### config.mk
export PLATFORM = sky130hd
export DESIGN_NAME = clk_period_meas_flat
export DESIGN_NICKNAME = d
export VERILOG_FILES = /design/src/rtl/clk_period_meas_if.sv /design/src/rtl/clk_period_meas.sv /design/src/flat_wrapper.sv
export SDC_FILE = /design/constraint.sdc
export NUM_CORES = 1
export LEC_CHECK = 0
export ABC_AREA = 1
export BUFFER_PORTS_ARGS = -buffer_cell sky130_fd_sc_hd__buf_2
export CORE_MARGIN = 1.5
export CORE_UTILIZATION = 25
export DETAILED_ROUTE_END_ITERATION = 8
export PLACE_DENSITY = 0.49
export SLEW_MARGIN = 0
export SYNTH_ARGS = -nofsm -noshare
export SYNTH_HDL_FRONTEND = slang
export SYNTH_SLANG_ARGS = --single-unit
### constraint.sdc
create_clock -name clk -period 4.17 [get_ports clk]
set_input_delay 0.2085 -clock clk [delete_from_list [all_inputs] [get_ports clk]]
set_output_delay 0.2085 -clock clk [all_outputs]
set_load 0.01 [all_outputs]
### src/rtl/clk_period_meas_if.sv
// Measurement bundle for clk_period_meas.
// The slave modport is the measuring block. It samples clk_i and drives the results.
// The master modport is whoever supplies the waveform and consumes the results.
//   clk_i       measured square wave, asynchronous to the system clock
//   cnt_to_o    last accepted half-period in system clock cycles
//   meas_vld_o  one-cycle pulse whenever cnt_to_o is refreshed
//   locked_o    consecutive measurements agree within tolerance
interface clk_period_meas_if #(
    parameter int CNT_W = 21
) ();
    logic             clk_i;
    logic [CNT_W-1:0] cnt_to_o;
    logic             meas_vld_o;
    logic             locked_o;

    modport master (
        output clk_i,
        input  cnt_to_o,
        input  meas_vld_o,
        input  locked_o
    );

    modport slave (
        input  clk_i,
        output cnt_to_o,
        output meas_vld_o,
        output locked_o
    );
endinterface

### src/rtl/clk_period_meas.sv
// Half-period meter for a slow square wave, such as the link-rate divided clock.
// Both edges of clk_i restart an interval counter. The count reached at each
// edge is the recovered cnt_to value. Lock is declared after LOCK_N consecutive
// measurement pairs agree within TOL cycles.
// Ports:
//   clk    system clock, rising edge
//   reset  asynchronous, active-low
//   io     clk_period_meas_if.slave (clk_i in; cnt_to_o, meas_vld_o, locked_o out)
module clk_period_meas #(
    parameter int CNT_W  = 21,
    parameter int TOL    = 2,
    parameter int LOCK_N = 4
) (
    input  logic                clk,
    input  logic                reset,
    clk_period_meas_if.slave    io
);
    typedef enum logic [1:0] {IDLE, ARMED, TRACK, LOCKED} state_t;

    localparam logic [CNT_W-1:0] CNT_MAX  = '1;
    localparam int               MW       = $clog2(LOCK_N + 1);
    localparam logic [MW-1:0]    LOCK_CNT = MW'(LOCK_N);

    logic             r_s1, r_s2, r_s3;
    logic [CNT_W-1:0] r_cnt;
    logic [CNT_W-1:0] r_prev;
    logic [CNT_W-1:0] r_cntTo;
    logic             r_measVld;
    logic             r_locked;
    logic [MW-1:0]    r_matchCnt;
    state_t           r_state;

    logic             w_edge;
    logic             w_timeout;
    logic [CNT_W:0]   w_diff;
    logic [CNT_W:0]   w_absDiff;
    logic             w_inTol;
    logic             w_accept;
    logic [MW-1:0]    w_nextMatch;
    state_t           w_nextState;

    // Two flops of metastability filtering, plus a history flop for edge detection.
    always_ff @(posedge clk or negedge reset) begin
        if (!reset) begin
            r_s1 <= 1'b0;
            r_s2 <= 1'b0;
            r_s3 <= 1'b0;
        end else begin
            r_s1 <= io.clk_i;
            r_s2 <= r_s1;
            r_s3 <= r_s2;
        end
    end

    assign w_edge = r_s2 ^ r_s3;

    // The interval counter restarts at 1 on every edge.
    // Edges N cycles apart therefore sample exactly N.
    // The counter saturates so that a dead input is recognisable as a timeout.
    always_ff @(posedge clk or negedge reset) begin
        if (!reset) begin
            r_cnt <= '0;
        end else if (w_edge) begin
            r_cnt <= CNT_W'(1);
        end else if (r_cnt != CNT_MAX) begin
            r_cnt <= r_cnt + CNT_W'(1);
        end
    end

    // An edge arriving in the saturation cycle wins, so a timeout only fires with no edge.
    assign w_timeout = (r_cnt == CNT_MAX) && !w_edge;

    // The difference is taken one bit wider so it never wraps.
    assign w_diff    = {1'b0, r_cnt} - {1'b0, r_prev};
    assign w_absDiff = w_diff[CNT_W] ? (~w_diff + (CNT_W+1)'(1)) : w_diff;
    assign w_inTol   = (w_absDiff <= (CNT_W+1)'(TOL));

    // Next-state logic. ARMED only produces a first sample with no predecessor.
    // TRACK and LOCKED both compare against the previous sample.
    always_comb begin
        w_nextState = r_state;
        w_nextMatch = r_matchCnt;
        w_accept    = 1'b0;
        case (r_state)
            IDLE: begin
                if (w_edge) begin
                    w_nextState = ARMED;
                end
            end
            ARMED: begin
                if (w_edge) begin
                    w_accept    = 1'b1;
                    w_nextMatch = '0;
                    w_nextState = TRACK;
                end else if (w_timeout) begin
                    w_nextMatch = '0;
                    w_nextState = IDLE;
                end
            end
            TRACK, LOCKED: begin
                if (w_edge) begin
                    w_accept = 1'b1;
                    if (w_inTol) begin
                        w_nextMatch = (r_matchCnt == LOCK_CNT) ? LOCK_CNT
                                                               : r_matchCnt + MW'(1);
                        if (w_nextMatch == LOCK_CNT) begin
                            w_nextState = LOCKED;
                        end
                    end else begin
                        w_nextMatch = '0;
                        w_nextState = TRACK;
                    end
                end else if (w_timeout) begin
                    w_nextMatch = '0;
                    w_nextState = IDLE;
                end
            end
            default: begin
                w_nextMatch = '0;
                w_nextState = IDLE;
            end
        endcase
    end

    always_ff @(posedge clk or negedge reset) begin
        if (!reset) begin
            r_state    <= IDLE;
            r_matchCnt <= '0;
        end else begin
            r_state    <= w_nextState;
            r_matchCnt <= w_nextMatch;
        end
    end

    // locked_o follows the next state.
    // It therefore changes in the same cycle as the meas_vld_o pulse that caused the change.
    always_ff @(posedge clk or negedge reset) begin
        if (!reset) begin
            r_cntTo   <= '0;
            r_prev    <= '0;
            r_measVld <= 1'b0;
            r_locked  <= 1'b0;
        end else begin
            r_measVld <= w_accept;
            r_locked  <= (w_nextState == LOCKED);
            if (w_accept) begin
                r_cntTo <= r_cnt;
                r_prev  <= r_cnt;
            end
        end
    end

    assign io.cnt_to_o   = r_cntTo;
    assign io.meas_vld_o = r_measVld;
    assign io.locked_o   = r_locked;
endmodule

### src/flat_wrapper.sv
// flat-port wrapper written by rule: the top's interface ports become plain ports
module clk_period_meas_flat 
#(
    parameter int CNT_W  = 21,
    parameter int TOL    = 2,
    parameter int LOCK_N = 4
)
  (clk, reset, io_clk_i, io_cnt_to_o, io_meas_vld_o, io_locked_o);
  clk_period_meas_if #(.CNT_W(CNT_W)) io_i ();
  input  logic clk;
  input  logic reset;
  input wire logic [$bits(io_i.clk_i)-1:0] io_clk_i;
  output wire logic [$bits(io_i.cnt_to_o)-1:0] io_cnt_to_o;
  output wire logic [$bits(io_i.meas_vld_o)-1:0] io_meas_vld_o;
  output wire logic [$bits(io_i.locked_o)-1:0] io_locked_o;
  assign io_i.clk_i = io_clk_i;
  assign io_cnt_to_o = io_i.cnt_to_o;
  assign io_meas_vld_o = io_i.meas_vld_o;
  assign io_locked_o = io_i.locked_o;
  clk_period_meas #(.CNT_W(CNT_W), .TOL(TOL), .LOCK_N(LOCK_N)) u_core (.clk(clk), .reset(reset), .io(io_i));
endmodule
==> impl_metrics.ini, run 1 <==
[synthesis]
synth-seq-cells = 52
synth_mux_area_frac = 0
synth_area_leaders = dfrtp_1 27%, nand2_1 19%, inv_1 10%, ha_1 6.2%, nor2_1 6.1%
yosysTopAreaCell = dfrtp_1
yosys.area_share.adder = 0.0663
yosysWarnings = 0
synth_compound_area_frac = 0.0987
synth_nets = 825
synth-xor-area-share = 0.0212
syn_area_per_cell_um2 = 6.06
yosys.area.top_type_share = 0.269
syn_area_um2 = 4830
synth_top_family_by_area = simple AND/OR/NAND/NOR gates
ys_seq_area_frac = 0.269
synth.distinct_cells = 38
syn-instance-count = 797
yosys.area_share.simple = 0.421

[setup_path]
worstSetupEndpointType = register
startpoint_type = register
critical_path_class = register to register
worstRegToRegCells = 21
crit_fanout = 4
crit_required_ns = 4.41
reg2reg_slack_ns = 0.91
r2r-end = u_core.io.locked_o$_DFF_PN0_
r2r-start = u_core.r_cnt[0]$_DFFE_PN0N_
crit_arrival_ns = 3.50

[floorplanning]
core_area_um2 = 18800
die_h_um = 142
die_w_um = 142
ios = 26
row_count = 50
die_area_um2 = 20200
initial_core_util = 0.256

[clocking]
htreeDepth = 2
clock_path_buffers = 2
cts.clk_slew.worst_paths_ns = 0.08
insertion_delay_ns = 0.31
cts_tree = yes
cts_sinks = 52
cts_resized = 0
cts_inserted_buffers = 5
cts_root_buffer = clkbuf_16

[finish]
mostFrequentLayoutCells = 247 x nand2_1, 135 x inv_1, 78 x nor2_1
diodes = 0
area_growth_pct = 12.4
final_nets = 853
nFillCells = 2116
register_area_um2 = 1300
drive_above_1_share = 0.105
multi_input_area_um2 = 2940
final_cell_area_um2 = 5430
final_common_cell = nand2_1
fin_util = 0.288
final_cells = 1086

[placement]
dpl.hpwl_mm = 10.9
placed_area_um2 = 5280
io_buffers = 25
pre_cts_ws_ns = 0.932
place_inst = 1077
gp_congestion = 0.824

[sta]
skew_ns = 0.0126
tightest_slew_ns = 0.695
setup_violations = 0
finalCritPeriodShare = 0.781
worst_slack_ns = 0.912
slew_viol_final = 0
hold_viol = 0
finalCriticalPeriod_ns = 3.26
slew_headroom = 0.537
totalNegativeSetupSlack_ns = 0
holdWs_ns = 0.0220
rsz0062_at_grt = no
max_freq_mhz = 307

[outcome]
status = complete, no violations

[detailed_routing]
avgRoutedWirePerCell_um = 12.3
viasPerCell = 4.43
finalWirelength_mm = 13.3
remaining_drc_errors = 0
vias = 4811
drtAntennaViolNets = 0
drt_iter0_drc = 232
first_pass_iters = 5

[global_route]
grt_max_degree = 53
gr-total-overflow = 0
grt_pass1_wl_mm = 22.6
antenna_found_initial = 0
grt_use_total = 0.140
grt_pass1_vias = 4603

[power_and_ir_drop]
p_leak_nw = 2.90
powerDensity_nw_per_um2 = 387
power_mw = 2.10
ir_drop_v = 0.000209

[worst_hold_path]
hp-class = input port to asynchronous set/reset pin

[job]
cap_viol_max_count = 0
-- timing repair --
item / 4_1_cts / 5_1_grt
endpoints found under the hold margin: 1 / 0
hold buffers: 1 / 0
setup buffers: 0 / 0
-- worst max-delay path: stages (launching register included) --
cell      delay [ns]
dfrtp_1         0.38
inv_1           0.09
ha_1            0.21
fa_1            0.53
inv_1           0.09
nor3_1          0.24
nand2_1         0.10
nor2_2          0.17
nand2_1         0.12
nor2_1          0.16
nand3_1         0.14
nand3_1         0.10
nand2_1         0.09
nor2_1          0.17
nand3_1         0.10
nor2_1          0.10
nand3b_1        0.08
nand2_1         0.08
nand2_1         0.05
nand2_1         0.05
nand2_1         0.07
nor2_2          0.07
-- Yosys cell counts, drive strengths merged --
master	number
or4	1
clkbuf	8
a221oi	1
or2	3
nor2	90
buf	2
and2	2
nand4	16
dfrtp	52
o211ai	2
inv	146
xor2	8
ha	24
a211oi	4
xnor2	2
nor4	5
a21oi	29
nand3	57
o21bai	2
a31oi	4
nand2	264
o21ai	46
nor3	23
nand3b	5
fa	1
-- cell type report --
type / instances / share of cell area
tap: 260 / 0.0599
timing repair buffer: 31 / 0.0318
clock buffer: 6 / 0.0237
sequential: 52 / 0.240
inverter: 146 / 0.101
multi-input combinational: 589 / 0.541
clock inverter: 2 / 0.00300
-- registers in the layout, indices dropped and copies added, names as in the netlist --
name / count
u_core.r_s2: 1
u_core.r_s1: 1
u_core.r_matchCnt: 3
u_core.r_state: 2
u_core.r_prev: 21
u_core.r_cnt: 21
u_core.io.meas_vld_o: 1
u_core.r_s3: 1
u_core.io.locked_o: 1
-- logic make-up (layout without fill, tap and decap cells) --
kind of cell / Yosys count / count (layout)
buf+inv: 156 / 185
flops: 52 / 52
xor+xnor: 10 / 10
compound gates: 88 / 88
simple gates: 466 / 466
fa+ha+maj: 25 / 25
-- metal layers --
layer | global-route usage | vias to the layer above | share of wire
met2 | 0.230 | 68 | 0.45
li1 | - | 2570 | -
met3 | 0.0222 | 12 | 0.027
met1 | 0.194 | 2161 | 0.51
met5 | 0 | - | 0
met4 | 0.0331 | 0 | 0.010
-- where the power goes --
group	internal, mW	total (mW)	leakage (nW)	switching (mW)
Sequential	0.516	0.525	0.702	0.00975
Clock	0.224	0.426	0.0671	0.201
Combinational	0.360	1.15	2.14	0.790
Total	1.10	2.10	2.90	1.00
-- worst max-delay path by stage --
| stage | from | cells after the start | slack, ns | to |
|---|---|---|---|---|
| floorplan | u_core.r_prev[0]$_DFFE_PN0P_ | 25 | 1.37 | u_core.io.locked_o$_DFF_PN0_ |
| global placement | u_core.r_cnt[0]$_DFFE_PN0N_ | 21 | 0.90 | u_core.io.locked_o$_DFF_PN0_ |
| detailed placement | u_core.r_cnt[0]$_DFFE_PN0N_ | 24 | 0.93 | u_core.io.locked_o$_DFF_PN0_ |
| CTS | u_core.r_cnt[0]$_DFFE_PN0N_ | 24 | 0.90 | u_core.io.locked_o$_DFF_PN0_ |
| global route | u_core.r_cnt[0]$_DFFE_PN0N_ | 24 | 0.47 | u_core.io.locked_o$_DFF_PN0_ |
| finish | u_core.r_cnt[0]$_DFFE_PN0N_ | 21 | 0.91 | u_core.io.locked_o$_DFF_PN0_ |
Note: power is estimated with default switching activity, not from simulation.
==> inputs of run 2 (changes only) <==
clock period = 3 ns   (was 4.17 ns; I/O delays follow)
==> run 2 against run 1 <==
Hold slack gained 0.33 ns; sequential power grew 39%; critical path depth grew 2; first-iteration DRC count grew 40%; utilization grew 5.6 points; global-route usage grew 1.3 points; register-to-register slack lost 0.88 ns; combinational power grew 100%; wire length grew 10%; largest cell class unchanged; highest routed layer unchanged.
==> impl_metrics.ini, run 2 (synthesized netlist as in run 1, its figures left out) <==
[global_route]
antenna_found_initial = 0
grt_pass1_wl_mm = 24.6
grt_max_degree = 30
grt_pass1_vias = 5079
grt_use_total = 0.153
gr-total-overflow = 0

[floorplanning]
die_area_um2 = 20200
initial_core_util = 0.256
ios = 26
core_area_um2 = 18800
row_count = 50
die_w_um = 142
die_h_um = 142

[finish]
area_growth_pct = 34.3
final_cell_area_um2 = 6480
nFillCells = 2089
reg_top3 = u_core.r_cnt: 21 flops, u_core.r_prev: 21 flops, u_core.r_matchCnt: 3 flops
mostFrequentLayoutCells = 227 x nand2_1, 131 x inv_1, 106 x buf_4
final_nets = 955
diodes = 0
fin_util = 0.344
final_common_cell = nand2_1
final_cells = 1188
drive_above_1_share = 0.268

[detailed_routing]
drtAntennaViolNets = 0
avgRoutedWirePerCell_um = 12.4
viasPerCell = 4.39
finalWirelength_mm = 14.7
remaining_drc_errors = 0
first_pass_iters = 5
vias = 5221
drt_iter0_drc = 325

[placement]
place_inst = 1175
dpl.hpwl_mm = 12.2
gp_congestion = 0.806
io_buffers = 25
placed_area_um2 = 6010

[job]
cap_viol_max_count = 0

[sta]
rsz0062_at_grt = yes
skew_ns = 0.00906
setup_violations = 0
totalNegativeSetupSlack_ns = 0
finalCriticalPeriod_ns = 2.97
hold_viol = 0
slew_viol_final = 0
finalCritPeriodShare = 0.990
slew_headroom = 0.611
holdWs_ns = 0.355
tightest_slew_ns = 0.584
max_freq_mhz = 337

[setup_path]
critical_path_class = register to register
reg2reg_slack_ns = 0.03
r2r-start = u_core.r_prev[0]$_DFFE_PN0P_
startpoint_type = register
worstSetupEndpointType = register
crit_required_ns = 3.24
crit_arrival_ns = 3.21
crit_fanout = 5
worstRegToRegCells = 23
cp-startpoint = u_core.r_prev[0]$_DFFE_PN0P_
r2r-end = u_core.io.locked_o$_DFF_PN0_

[power_and_ir_drop]
p_leak_nw = 3.44
ir_drop_v = 0.000315
powerDensity_nw_per_um2 = 564

[worst_hold_path]
hp-class = register to register
hold_depth = 0
holdPathEnd = u_core.r_s2$_DFF_PN0_
hp-start = u_core.r_s1$_DFF_PN0_

[clocking]
cts_root_buffer = clkbuf_16
cts.clk_slew.worst_paths_ns = 0.07
cts_inserted_buffers = 5
htreeDepth = 2
insertion_delay_ns = 0.31
cts_sinks = 52
cts_tree = yes
clock_path_buffers = 2

[outcome]
status = complete, no violations
-- run 2: cell count changes in the layout (fill, tap and decap cells not counted), moves of 6 or more --
cell	delta
nor2_2	+7
nor2_1	-13
buf_4	+101
nand2_2	+19
nand3_1	-6
nor2_4	+6
nand2_1	-20
-- run 2: how the worst max path moves through the flow --
stage,endpoint,cells past startpoint
2_1_floorplan,u_core.io.locked_o$_DFF_PN0_,25
3_3_place_gp,u_core.r_matchCnt[1]$_DFFE_PN0N_,19
3_5_place_dp,u_core.r_matchCnt[2]$_DFFE_PN0N_,19
4_1_cts,u_core.r_matchCnt[2]$_DFFE_PN0N_,18
5_1_grt,u_core.io.locked_o$_DFF_PN0_,26
6_report,u_core.io.locked_o$_DFF_PN0_,23
-- run 2: worst max-delay path, cell delays in order, from the launching register on --
cell	delay [ns]
dfrtp_1	0.41
ha_4	0.17
fa_2	0.39
xnor2_2	0.15
buf_4	0.15
nor2_4	0.07
nand2_2	0.06
nor2_2	0.11
nand2_2	0.08
nor2_2	0.10
nand2_2	0.09
nor2_4	0.22
nor2_2	0.05
nand2_1	0.08
nand2_2	0.08
nor2_4	0.14
nand3_2	0.07
nor2_1	0.12
nand3b_1	0.08
nand2_1	0.07
nand2_1	0.04
nand2_1	0.05
nand2_1	0.06
nor2_2	0.07
-- run 2: timing repair --
| action | CTS | global route |
|---|---|---|
| hold buffers | 2 | 0 |
| setup buffers | 1 | 2 |
| resized for setup | 22 | 50 |
| hold endpoints to repair | 25 | 0 |
| pin swaps | 5 | 19 |
| endpoints found under the setup margin | 5 | 5 |
-- run 2: layout make-up --
type | count | area (um2) | share of cell area
clock buffer | 5 | 125 | 0.0193
multi-input combinational | 589 | 3220 | 0.496
sequential | 52 | 1300 | 0.201
tap | 260 | 325 | 0.0502
clock inverter | 3 | 25.0 | 0.00386
timing repair buffer | 133 | 941 | 0.145
inverter | 146 | 551 | 0.0849
-- run 2: power by group --
part,internal (mW),switching [mW],total (mW)
Combinational,0.955,1.36,2.32
Clock,0.316,0.298,0.614
Sequential,0.717,0.0108,0.728
Total,1.99,1.67,3.66
-- run 2: stage by stage --
stage / total power, mW / setup WS [ns]
floorplan: 2.02 / 0.203
global placement: 2.77 / -0.0827
detailed placement: 2.78 / -0.199
CTS: 3.49 / -0.00146
global route: 3.98 / -0.233
finish: 3.66 / 0.0308
-- run 2: metal layers --
layer / track usage / vias up / share of wire
met5: 0 / - / 0
met4: 0.0391 / 0 / 0.012
met3: 0.0202 / 12 / 0.033
met2: 0.254 / 95 / 0.45
met1: 0.209 / 2349 / 0.50
li1: - / 2765 / -
==> inputs of run 3 (changes only) <==
CAP_MARGIN = 20   (was unset)
clock period = 3.65 ns   (was 3 ns; I/O delays follow)
==> run 3 against run 2 <==
Sequential share of layout area rose by 3.7 points; via count fell by 7.0%; sequential power fell by 18%; count of clock-buffer cells in the layout rose by 1; largest power group unchanged; fmax fell by 6.7%; register-to-register slack improved by 0.44 ns; critical path type unchanged; cell area fell by 15%.
==> impl_metrics.ini, run 3 (synthesized netlist as in run 1, its figures left out) <==
[outcome]
status = complete, no violations

[setup_path]
path_delay_family = simple AND/OR/NAND/NOR gates
path_buf_inv = 2
crit_slowest_cell = fa_1
worstPathCellList = inv_1, ha_1, fa_1, inv_1, nor3_1, nand2_1, nor2_2, nand2_1, nor2_1, nand3_1, nand3_1, nand2_1, nor4_1, nand3b_1, nor2_1, nand3_1, a21oi_1
critical_path_class = register to register
crit_fanout = 4
crit_required_ns = 3.88
worstSetupEndpointType = register
startpoint_type = register
max_stage_delay_ns = 0.53
crit_arrival_ns = 3.41

[global_route]
grt_max_degree = 53
antenna_found_initial = 0
grt_pass1_vias = 4748
gr-total-overflow = 0
grt_pass1_wl_mm = 23.4
grt_use_total = 0.145

[floorplanning]
ios = 26
core_area_um2 = 18800
initial_core_util = 0.256
die_h_um = 142
row_count = 50
die_w_um = 142
die_area_um2 = 20200

[sta]
slew_viol_final = 0
finalCriticalPeriod_ns = 3.18
setup_violations = 0
totalNegativeSetupSlack_ns = 0
skew_ns = 0.00909
finalCritPeriodShare = 0.872
hold_viol = 0
slew_headroom = 0.531
tightest_slew_ns = 0.703
max_freq_mhz = 314
rsz0062_at_grt = no

[detailed_routing]
viasPerCell = 4.44
drtAntennaViolNets = 0
avgRoutedWirePerCell_um = 12.6
vias = 4853
remaining_drc_errors = 0
finalWirelength_mm = 13.7
first_pass_iters = 4
drt_iter0_drc = 292

[placement]
io_buffers = 25
place_inst = 1084
dpl.hpwl_mm = 11.2
gp_congestion = 0.811
placed_area_um2 = 5330

[power_and_ir_drop]
powerDensity_nw_per_um2 = 440
p_leak_nw = 2.95
clock_power_share = 0.203
p_sw_mw = 1.16
p_seq_frac = 0.249
p_int_mw = 1.26
swShare = 0.479
p_comb_frac = 0.549
ir_drop_v = 0.000281

[clocking]
insertion_delay_ns = 0.31
clock_path_buffers = 2
cts_inserted_buffers = 5
htreeDepth = 2
cts_setup_buffers = 0
cts_resized = 0
cts_root_buffer = clkbuf_16
holdBufCountCts = 1
cts_tree = yes
cts.clk_slew.worst_paths_ns = 0.08
cts_sinks = 52

[worst_hold_path]
hp-class = input port to asynchronous set/reset pin

[finish]
final_cells = 1093
final_cell_area_um2 = 5480
diodes = 0
reg_top3 = u_core.r_cnt: 21 flops, u_core.r_prev: 21 flops, u_core.r_matchCnt: 3 flops
final_nets = 860
final_common_cell = nand2_1
mostFrequentLayoutCells = 247 x nand2_1, 135 x inv_1, 78 x nor2_1
area_growth_pct = 13.5
drive_above_1_share = 0.113

[job]
cap_viol_max_count = 0
-- run 3: routing by layer --
metal / GRT usage / wire [um] / up-vias
met5: 0 / 0 / -
met4: 0.0369 / 170 / 0
met3: 0.0195 / 360 / 11
met2: 0.230 / 6000 / 57
met1: 0.206 / 7190 / 2206
li1: - / - / 2579
-- run 3: final cells by class --
| type | instances | area (um2) |
|---|---|---|
| flip-flops and latches | 52 | 1300 |
| inverters | 146 | 551 |
| well taps | 260 | 325 |
| clock buffers | 6 | 129 |
| repair buffers | 38 | 225 |
| multi-input cells | 589 | 2940 |
| fillers | 2151 | 13400 |
| clock inverters | 2 | 13.8 |
-- run 3: worst paths after layout --
check | startpoint | end | slack [ns] | cells past startpoint
max | u_core.r_cnt[0]$_DFFE_PN0N_ | u_core.r_matchCnt[2]$_DFFE_PN0N_ | 0.47 | 17
min reg2reg | u_core.r_s1$_DFF_PN0_ | u_core.r_s2$_DFF_PN0_ | 0.35 | 0
min | reset | u_core.r_cnt[11]$_DFFE_PN0N_ | 0.001 | 2
max in group asynchronous | reset | u_core.io.locked_o$_DFF_PN0_ | 3.18 | 2
max reg2reg | u_core.r_cnt[0]$_DFFE_PN0N_ | u_core.r_matchCnt[2]$_DFFE_PN0N_ | 0.47 | 17
min in group clk | u_core.r_s1$_DFF_PN0_ | u_core.r_s2$_DFF_PN0_ | 0.35 | 0
-- run 3: power by group through the flow --
stage | Combinational, mW | Sequential, mW | Clock, mW
floorplan | 1.05 | 0.613 | 0
global placement | 1.33 | 0.611 | 0
detailed placement | 1.32 | 0.612 | 0
CTS | 1.33 | 0.600 | 0.510
global route | 1.52 | 0.603 | 0.527
finish | 1.32 | 0.600 | 0.489
-- run 3: stage by stage --
stage          power (mW)   util  worst slack [ns]  hold WS, ns
2_1_floorplan        1.66      -             0.853       -0.113
3_3_place_gp         1.94  0.283             0.478        0.292
3_5_place_dp         1.93  0.283             0.475        0.293
4_1_cts              2.44  0.291             0.444       0.0324
5_1_grt              2.65  0.291            0.0875       0.0782
6_report             2.41  0.291             0.467      0.00135
